$ cat config.mk
export PLATFORM = sky130hd
export DESIGN_NAME = timer_clint
export DESIGN_NICKNAME = d
export VERILOG_FILES = /design/src/rtl/timer_clint.sv
export SDC_FILE = /design/constraint.sdc
export NUM_CORES = 1
export LEC_CHECK = 0
export ABC_AREA = 1
export CORE_MARGIN = 2
export CORE_UTILIZATION = 50
export DETAILED_ROUTE_END_ITERATION = 10
export PLACE_DENSITY = 0.71
export SYNTH_ARGS = -nofsm -noshare
export SYNTH_HDL_FRONTEND = slang
export SYNTH_SLANG_ARGS = --single-unit
$ cat constraint.sdc
create_clock -name clock -period 1.95 [get_ports clock]
set_input_delay 0.39 -clock clock [delete_from_list [all_inputs] [get_ports clock]]
set_output_delay 0.39 -clock clock [all_outputs]
set_load 0.01 [all_outputs]
$ cat src/rtl/timer_clint.sv
// timer_clint: RISC-V style machine timer (64-bit mtime / mtimecmp) behind a
// simple valid/ready register port. Registers at byte offsets 0x0..0xC from
// timer_base_addr. Accesses outside [timer_base_addr, timer_top_addr) read 0
// and drop their writes.
// Optional feature macro: TIMER_PRESCALE_EN. It divides the mtime tick by
// `prescale` cycles. Without it, mtime ticks every cycle.
module timer_clint #(
   parameter logic [31:0] timer_base_addr = 32'h0020_0000,
   parameter logic [31:0] timer_top_addr  = 32'h0020_0010,
   parameter int unsigned prescale        = 1
) (
   input  logic        reset,
   input  logic        clock,
   input  logic        timer_valid,
   input  logic        timer_instr,
   input  logic [31:0] timer_addr,
   input  logic [31:0] timer_wdata,
   input  logic [3:0]  timer_wstrb,
   output logic [31:0] timer_rdata,
   output logic        timer_ready,
   output logic        timer_irq
);

   logic [31:0] offset;
   logic [1:0]  sel;
   logic        in_range;
   logic        acc_en;
   logic        wr_en;
   logic        tick;

   logic [63:0] mtime_q, mtime_d, mtime_inc;
   logic [63:0] mtimecmp_q, mtimecmp_d;
   logic [31:0] rdata_q, rdata_d;
   logic        ready_q;
   logic        irq_q;

   // Replace the bytes of old_v that are selected by strb with new_v.
   function automatic logic [31:0] byte_merge(input logic [31:0] old_v,
                                              input logic [31:0] new_v,
                                              input logic [3:0]  strb);
      logic [31:0] res;
      res = old_v;
      for (int unsigned b = 0; b < 4; b++) begin
         if (strb[b]) res[b*8 +: 8] = new_v[b*8 +: 8];
      end
      return res;
   endfunction

   assign offset   = timer_addr - timer_base_addr;
   assign sel      = offset[3:2];
   assign in_range = (timer_addr >= timer_base_addr) && (timer_addr < timer_top_addr);
   assign acc_en   = timer_valid && in_range;
   assign wr_en    = acc_en && (timer_wstrb != '0);

   logic unused_ok;
   assign unused_ok = ^{timer_instr, offset[31:4], offset[1:0]};

`ifdef TIMER_PRESCALE_EN
   // A prescale value of 0 is treated as 1 (tick every cycle).
   localparam int unsigned PS_DIV  = (prescale == 0) ? 1 : prescale;
   localparam logic [31:0] PS_LAST = PS_DIV - 1;

   logic [31:0] pcnt_q;

   assign tick = (pcnt_q == PS_LAST);

   // Prescale counter: counts 0..PS_LAST and wraps, one tick per wrap.
   always_ff @(posedge clock or negedge reset) begin
      if (!reset) begin
         pcnt_q <= '0;
      end else if (tick) begin
         pcnt_q <= '0;
      end else begin
         pcnt_q <= pcnt_q + 32'd1;
      end
   end
`else
   logic unused_prescale;
   assign unused_prescale = ^prescale;
   assign tick = 1'b1;
`endif

   assign mtime_inc = mtime_q + 64'd1;

   // Next-state: tick first, then overlay written bytes so a write beats the tick.
   always_comb begin
      mtime_d    = tick ? mtime_inc : mtime_q;
      mtimecmp_d = mtimecmp_q;
      rdata_d    = '0;
      if (acc_en) begin
         case (sel)
            2'd0: rdata_d = mtime_q[31:0];
            2'd1: rdata_d = mtime_q[63:32];
            2'd2: rdata_d = mtimecmp_q[31:0];
            2'd3: rdata_d = mtimecmp_q[63:32];
            default: rdata_d = '0;
         endcase
      end
      if (wr_en) begin
         case (sel)
            2'd0: mtime_d[31:0]     = byte_merge(mtime_d[31:0], timer_wdata, timer_wstrb);
            2'd1: mtime_d[63:32]    = byte_merge(mtime_d[63:32], timer_wdata, timer_wstrb);
            2'd2: mtimecmp_d[31:0]  = byte_merge(mtimecmp_q[31:0], timer_wdata, timer_wstrb);
            2'd3: mtimecmp_d[63:32] = byte_merge(mtimecmp_q[63:32], timer_wdata, timer_wstrb);
            default: ;
         endcase
      end
   end

   // Timer state, response strobe/data and registered interrupt compare.
   always_ff @(posedge clock or negedge reset) begin
      if (!reset) begin
         mtime_q    <= '0;
         mtimecmp_q <= '1;
         rdata_q    <= '0;
         ready_q    <= 1'b0;
         irq_q      <= 1'b0;
      end else begin
         mtime_q    <= mtime_d;
         mtimecmp_q <= mtimecmp_d;
         rdata_q    <= rdata_d;
         ready_q    <= timer_valid;
         irq_q      <= (mtime_q >= mtimecmp_q);
      end
   end

   assign timer_rdata = rdata_q;
   assign timer_ready = ready_q;
   assign timer_irq   = irq_q;

endmodule

==> results_dict.tcl, run 1 <==
set metrics [dict create \
    status "finished with violations" \
    violations "negative setup slack" \
    globalplace.congestion 1.08 \
    htreeDepth 4 \
    worstSetupPathType "flip-flop to flip-flop" \
    clk_latency_ns 0.44 \
    multi_input_area_um2 5680 \
    max_freq_mhz 513 \
    critPathMaxFanout 2 \
    die_w_um 150 \
    grt-ovfl-total 0 \
    ant_nets 0 \
    skew_ns 0.0133 \
    crit_slowest_cell "dfstp_2" \
    cts_root_buffer "clkbuf_16" \
    synthCells 1456 \
    hp-class "primary input to async pin" \
    io_buffers 102 \
    setup_viol 1 \
    area_growth_syn_to_layout_pct 31.2 \
    diodes 0 \
    remaining_drc_errors 0 \
    hold_viol_final 0 \
    slew_headroom_pct 66.8 \
    antenna_found_initial 0 \
    ios 106 \
    p_leak_nw 6.20 \
    layout-drive-gt1-share_pct 19.9 \
    wl_per_cell_um 18.4 \
    core_um2 21000 \
    rsz0062_at_grt "yes" \
    grt_max_degree 46 \
    final_cell_mix "350 x nand2_1, 205 x inv_1, 174 x nor2_1" \
    netlist_area_um2 10600 \
    startpoint "mtimecmp_q[31]" \
    cap_viol_max_count 0 \
    slowest_delay_ns 0.53 \
    wl_um 36700 \
    cts_inserted_buffers 17 \
    maxSlewViolCount 0 \
    clk_pin_slew_ns 0.07 \
    fin_nets 1843 \
    final_cell_count_no_fill 1993 \
    die_h_um 150 \
    tightest_slew_ns 0.498 \
    crit_chain "inv_1 -> ha_1 -> nand2_1 -> nor2_1 -> nand2_1 -> nor2_1 -> and3b_1 -> nand2_1 -> nand3_1" \
    ys_seq_area_share_pct 38.9 \
    vdd_drop_max_mv 0.484 \
    arrival_ns 2.31 \
    dp_cells 1954 \
    path_common_cell "nand2_1" \
    num_vias 10800 \
    cts_tree "built" \
    power.density_nw_per_um2 542 \
    clockBufferDepth 2 \
    syn_avg_cell_area_um2 7.30 \
    end_kind "flip-flop" \
    routed_via_density 5.44 \
    drt_iter0_drc 977 \
    cts_num_sinks 162 \
    grt_usage_pct 33.7 \
    start_kind "flip-flop" \
    setup_slack_ns -0.000261 \
    final_common_cell "nand2_1" \
    yosys_warnings 0 \
    min_period_over_period_pct 100 \
    final-seq-area_um2 4150 \
    synth_cell_types 42 \
    drtPass1Iterations 6 \
    ys_ff_latch 162 \
    power_mw 7.55 \
    grt_pass1_vias 10500 \
    fin_crit_ns 1.95 \
    worstReg2RegStart "mtimecmp_q[31]" \
    crit_required_ns 2.31 \
    start_util_pct 50.7 \
    rows 53 \
    grt_pass1_wl_um 56900 \
    syn_nets 1593 \
    fill_cells 1835 \
    place_hpwl_um 29100 \
    fp.dieArea_um2 22400 \
]
area by class of cell:
cell class,count,share of cell area (%)
tap,275,2.47
clock inverter,11,1.27
sequential,162,29.8
timing repair buffer,266,16.8
multi-input combinational,1048,40.8
inverter,211,5.68
clock buffer,20,3.20
cell usage after synthesis:
cell type,number,area (µm²)
a211oi_1,20,150
a21o_1,2,15.0
a21oi_1,70,350
a221oi_1,9,78.8
and2_1,2,12.5
and3b_1,2,17.5
buf_1,2,7.51
buf_2,13,65.1
buf_4,2,15.0
buf_6,1,11.3
clkbuf_1,17,63.8
clkinv_1,2,7.51
dfrtp_1,98,2450
dfstp_2,64,1680
ha_1,65,813
inv_1,206,773
inv_2,3,11.3
nand2_1,354,1330
nand2_2,7,43.8
nand2_4,1,11.3
nand3_1,59,295
nand3_2,8,80.1
nand3_4,1,17.5
nand3b_1,2,15.0
nand4_1,41,257
nor2_1,191,717
nor2_2,8,50.1
nor2_4,5,56.3
nor2_8,1,20.0
nor3_1,17,85.1
nor3b_2,1,12.5
nor4_1,1,6.26
o2111ai_1,3,26.3
o21a_1,3,22.5
o21ai_0,105,526
o21ai_1,3,15.0
o21ai_2,5,43.8
o21bai_1,1,7.51
o22ai_1,25,156
or2_2,2,12.5
xnor2_1,14,123
xor2_1,20,175
routing by layer:
| metal | track usage, % | routed length (µm) | vias up |
|---|---|---|---|
| met1 | 45.8 | 15800 | 5050 |
| li1 | - | - | 5224 |
| met5 | 0 | 0 | - |
| met4 | 12.2 | 1110 | 0 |
| met2 | 53.1 | 16600 | 485 |
| met3 | 7.04 | 3140 | 85 |
per-stage QoR:
stage	util [%]	setup TNS (ns)	cell area (µm²)	hold WS, ns	setup slack (ns)
3_5_place_dp	62.5	-32.30	13100	0.287	-0.420
6_report	66.5	-0.000261	13900	0.395	-0.000261
2_1_floorplan	-	0	10600	0.0944	0.229
4_1_cts	65.8	0	13800	0.394	0.00101
3_3_place_gp	62.5	-25.37	13100	0.288	-0.390
5_1_grt	66.5	-0.430	13900	0.406	-0.132
worst paths after layout:
check	endpoint	slack, ns	cells after the start
min in group clock	timer_ready	0.46	1
min	timer_rdata[10]	0.39	2
max	timer_irq	-0.0003	9
max in group asynchronous	mtimecmp_q[33]	0.86	3
max reg2reg	timer_irq	-0.0003	9
min reg2reg	mtimecmp_q[44]	0.48	2
power breakdown:
group          internal, mW  switching (mW)  leakage, nW
Combinational         0.232           0.296         4.11
Clock                  2.19            1.47        0.294
Sequential             3.37        0.000303         1.80
cells by family after synthesis:
kind of cell,Yosys count,synth area share [%]
and+or+nand+nor,703,28.6
AOI/OAI and AO/OA,246,13.1
buffers and inverters,246,8.98
DFF,162,38.9
adders and majority gates,65,7.65
xor gates and xnor gates,34,2.80
registers in the layout, summed over array words and instances (netlist names):
| name | count |
|---|---|
| timer_rdata | 32 |
| mtimecmp_q | 64 |
| timer_ready | 1 |
| mtime_q | 64 |
| timer_irq | 1 |
what timing repair did:
action,in CTS,in global routing
setup endpoints to repair,3,37
hold buffers,1,0
setup buffers,4,3
endpoints found under the hold margin,14,0
pin swaps,3,10
resized for setup,6,49
worst max-delay path: cells and delay by family (launching register included):
kind,cells,cell delay (ns)
and+or+nand+nor,7,0.99
buffers and inverters,1,0.06
adders and majority gates,1,0.29
DFF,1,0.53
No activity file was read; power rests on OpenSTA's default activity.
==> run 2, diff against run 1 <==
PLACE_DENSITY = 0.76   (was 0.71)
==> run 2 against run 1 <==
Effect of this change:
- the run now ends clean
- maximum frequency increased by 1.9%
- clock-buffer cell count did not move
- wire length shrank 0.11%
- flip-flop and latch count unchanged
- die area did not move
==> results_dict.tcl, run 2 (same netlist as run 1, synthesis figures left out) <==
set metrics [dict create \
    die_h_um 150 \
    cts_num_sinks 162 \
    diodes 0 \
    cts_tree "built" \
    layout-drive-gt1-share_pct 19.5 \
    crit_chain "nand2_1 -> nor2_2 -> nand2_1 -> nor2_1 -> nand2_1 -> o21ai_0 -> nand2_1 -> nand2_1 -> o21ai_0" \
    crit_slowest_cell "dfrtp_1" \
    clk_latency_ns 0.43 \
    critPathBufInv 0 \
    crit_family "simple AND/OR/NAND/NOR gates" \
    worstSetupPathType "flip-flop to flip-flop" \
    final_util_pct 65.8 \
    critPathMaxFanout 4 \
    grt_pass1_wl_um 56600 \
    ant_nets 0 \
    drtPass1Iterations 6 \
    clockBufferDepth 2 \
    arrival_ns 2.22 \
    final_common_cell "nand2_1" \
    finalSetupTns_ns 0 \
    start_util_pct 50.7 \
    globalplace.congestion 1.01 \
    drt_iter0_drc 1102 \
    cts_inserted_buffers 17 \
    final_cell_mix "351 x nand2_1, 202 x inv_1, 174 x nor2_1" \
    place_hpwl_um 28200 \
    routed_via_density 5.54 \
    grt_max_degree 44 \
    cts_root_buffer "clkbuf_16" \
    hp-class "primary input to async pin" \
    rsz0062_at_grt "yes" \
    antenna_found_initial 0 \
    wl_per_cell_um 18.6 \
    ios 106 \
    wl_um 36600 \
    grt_pass1_vias 10700 \
    dp_cells 1929 \
    tightest_slew_ns 0.448 \
    slew_headroom_pct 70.2 \
    cap_viol_max_count 0 \
    end_kind "flip-flop" \
    area_growth_syn_to_layout_pct 29.8 \
    maxSlewViolCount 0 \
    skew_ns 0.0105 \
    fp.dieArea_um2 22400 \
    power_mw 7.38 \
    min_period_over_period_pct 98.1 \
    setup_slack_ns 0.0366 \
    fin_nets 1818 \
    htreeDepth 4 \
    remaining_drc_errors 0 \
    crit_required_ns 2.26 \
    hold_viol_final 0 \
    path_common_cell "nand2_1" \
    p_leak_nw 6.08 \
    grt_usage_pct 33.1 \
    num_vias 10900 \
    slowest_delay_ns 0.44 \
    fin_crit_ns 1.91 \
    clk_pin_slew_ns 0.07 \
    core_um2 21000 \
    status "finished, final reports clean" \
    die_w_um 150 \
    reg2reg_slack_ns 0.04 \
    io_buffers 102 \
    max_freq_mhz 523 \
    final_cell_count_no_fill 1969 \
    vdd_drop_max_mv 0.539 \
    start_kind "flip-flop" \
    rows 53 \
    power.density_nw_per_um2 535 \
    setup_viol 0 \
    grt-ovfl-total 0 \
    dp_worst_setup_slack_ns -0.357 \
]
==> run 2: cell count changes in the layout (fill, tap and decap cells not counted), sizes merged <==
cell and change:
buf -26, clkinv +4, inv -2, bufinv -1, nor2 +1
==> run 2: power by group <==
| part | switching, mW | internal, mW | total [mW] |
|---|---|---|---|
| Sequential | 0.000222 | 3.37 | 3.37 |
| Clock | 1.47 | 2.02 | 3.49 |
| Combinational | 0.299 | 0.220 | 0.519 |
==> run 2: repair_timing <==
item	in CTS	in global routing
endpoints found under the hold margin	14	0
setup endpoints to repair	3	55
hold buffers	1	0
resized for setup	3	64
cloned	0	1
setup buffers	4	2
pin swaps	3	12
==> run 2: metal layers <==
| metal | global-route usage, % | up-vias | part of all wire [%] |
|---|---|---|---|
| met3 | 6.52 | 80 | 8.9 |
| met1 | 45.0 | 5155 | 42 |
| met5 | 0 | - | 0 |
| met2 | 53.4 | 502 | 46 |
| met4 | 10.7 | 0 | 2.8 |
| li1 | - | 5176 | - |
==> run 2: cell type report <==
cell class | count | area (µm²)
clock inverters | 12 | 156
fillers | 1835 | 7160
well taps | 275 | 344
inverters | 211 | 792
multi-input cells | 1049 | 5750
flip-flops and latches | 162 | 4160
repair buffers | 240 | 2160
clock buffers | 20 | 437
==> run 2: worst paths after layout <==
kind	from	endpoint	depth (start not counted)
worst max register to register	mtime_q[17]	mtime_q[57]	9
worst min-delay path	reset	timer_rdata[10]	2
max in group asynchronous	reset	mtimecmp_q[31]	3
worst min register to register	mtimecmp_q[43]	mtimecmp_q[43]	2
min in group clock	timer_valid	timer_ready	1
worst max-delay path	mtime_q[17]	mtime_q[57]	9
==> run 2: worst register-to-register path, cell delays in order (launching register included) <==
cell and delay, ns:
dfrtp_1 0.44, nand2_1 0.16, nor2_2 0.19, nand2_1 0.10, nor2_1 0.22, nand2_1 0.22, o21ai_0 0.21, nand2_1 0.08
nand2_1 0.08, o21ai_0 0.09
==> run 2: per-stage QoR <==
step                      cell area (µm²)  hold WS [ns]
after floorplan                     10600        0.0944
after global placement              12900         0.313
after detailed placement            12900         0.313
after CTS                           13600         0.428
after global routing                13800         0.459
final                               13800         0.423
==> edit, RTL diff (settings of run 2) <==
`rdata_q` no longer has a reset.
--- a/src/rtl/timer_clint.sv
+++ b/src/rtl/timer_clint.sv
@@ -114,3 +114,2 @@
          mtimecmp_q <= '1;
-         rdata_q    <= '0;
          ready_q    <= 1'b0;
@@ -120,3 +119,2 @@
          mtimecmp_q <= mtimecmp_d;
-         rdata_q    <= rdata_d;
          ready_q    <= timer_valid;
@@ -124,2 +122,6 @@
       end
+   end
+
+   always_ff @(posedge clock) begin
+      rdata_q <= rdata_d;
    end
Check against the original RTL: not equivalent (a bounded check fails within 4 cycles, from zero or initial values and one cycle with reset low).
==> edit against run 2 <==
  * Area after synthesis is 1.1% lower
  * Critical path depth is 2 higher
  * Final area is 0.38% lower
  * Sequential share of layout area is 1.0 points lower
  * Power is 0.28% lower
  * Setup slack better by 12 ps
  * Core utilization is 0.17 points higher
  * Sequential cell count stayed put
  * Count of clock-buffer cells in the layout is 2 higher
  * Wire length is 4.2% lower
  * Synthesized cell count is 1.4% higher
==> edit: results (changes against run 2) <==
- Largest net degree at the start of global routing: 75 (+70%)
- The largest fanout of any net on the critical path is 3 (-1).
- On the critical path, the stage with the largest delay is an instance of sky130_fd_sc_hd__dfstp_2.
- The run finished with clean final reports.
- Buffers inserted by post-CTS timing repair: 0 (-4)
* Initial drt markers: 970 (-12%)
- The leakage power total is 5.95 nW (-2.2%).
* Number of distinct library cell variants in the gate-level netlist after synthesis: 41 (-2.4%)
- Highest ir drop seen on vdd: 0.431 mV (-20%)
- Longest individual stage delay on the worst path: 560 ps (+120 ps)
- Arrival time at the worst endpoint: 2260 ps (+40 ps)
* Net count after synthesis: 1,614 (+1.3%)
- Wire length the detailed router placed on met1: 15,100 µm (-2.9%)
- Met3 layer usage reported by global route: 5.35% (-1.2 points)
- The routed wire length on met2 came to 16,400 µm (-2.4%).
- Detailed-route wire length per cell: 17.7 µm (-5.1%)
- The half-perimeter wire length after detailed placement came to 27,300 µm (-3.3%).
- The post-placement worst setup slack was -310 ps (+47.0 ps).
- Met1 usage: 42.9% (-2.1 points)
- Top post-synthesis cells by area: sky130_fd_sc_hd__dfstp_2, sky130_fd_sc_hd__dfrtp_1, sky130_fd_sc_hd__nand2_1
- The complex-gate fraction of the synthesized area is 11.8% (-1.3 points).
- The cell count after synthesis came to 1,477 (+1.4%).
- Final estimated routing congestion in global placement: 1.04 (+2.3%)
* Post-synthesis adder-cell area fraction: 7.73% (+0.082 points)
- The filler cell count was 1,800 (-1.9%).
- Sw Pwr: 1.73 mW (-2.2%)
- The slew at the pin with the worst max-slew slack is 466 ps (+18.3 ps).
- Top cell types by occurrence after synthesis: sky130_fd_sc_hd__nand2_1, sky130_fd_sc_hd__inv_1, sky130_fd_sc_hd__nor2_1
- Overall routing resource usage: 31.9% (-1.2 points)
- The buffer count excluding the clock tree in the final layout came to 235 (-2.1%).
- Layout Skew: 14.0 ps (+3.52 ps)
- Vias in the first global route: 10,411 (-2.3%)
- The design internal power came to 5.63 mW (+0.34%).
- Sequential share of cell area: 29.1% (-1.0 points)
- Number of vias in the routed layout: 10,800 (-1.0%)
## edit: changes by cell type after synthesis, moves of 18 or more
cell / change
sky130_fd_sc_hd__a211oi_1: -20
sky130_fd_sc_hd__dfrtp_1: -32
sky130_fd_sc_hd__dfxtp_1: +32
sky130_fd_sc_hd__nand2_1: +34
sky130_fd_sc_hd__o21ai_0: -36
sky130_fd_sc_hd__o21ai_1: +27
sky130_fd_sc_hd__o221ai_1: +18
## edit: worst min-delay path by stage
| stage | startpoint | end | slack (ps) | cells past startpoint |
|---|---|---|---|---|
| after floorplan | reset | mtime_q[0] | 90 | 0 |
| after detailed placement | reset | timer_irq | 430 | 2 |
| after global routing | mtimecmp_q[16] | mtimecmp_q[16] | 490 | 2 |
| final | mtimecmp_q[16] | mtimecmp_q[16] | 480 | 2 |
| after global placement | reset | mtime_q[9] | 430 | 2 |
| after CTS | mtimecmp_q[25] | mtimecmp_q[25] | 480 | 2 |
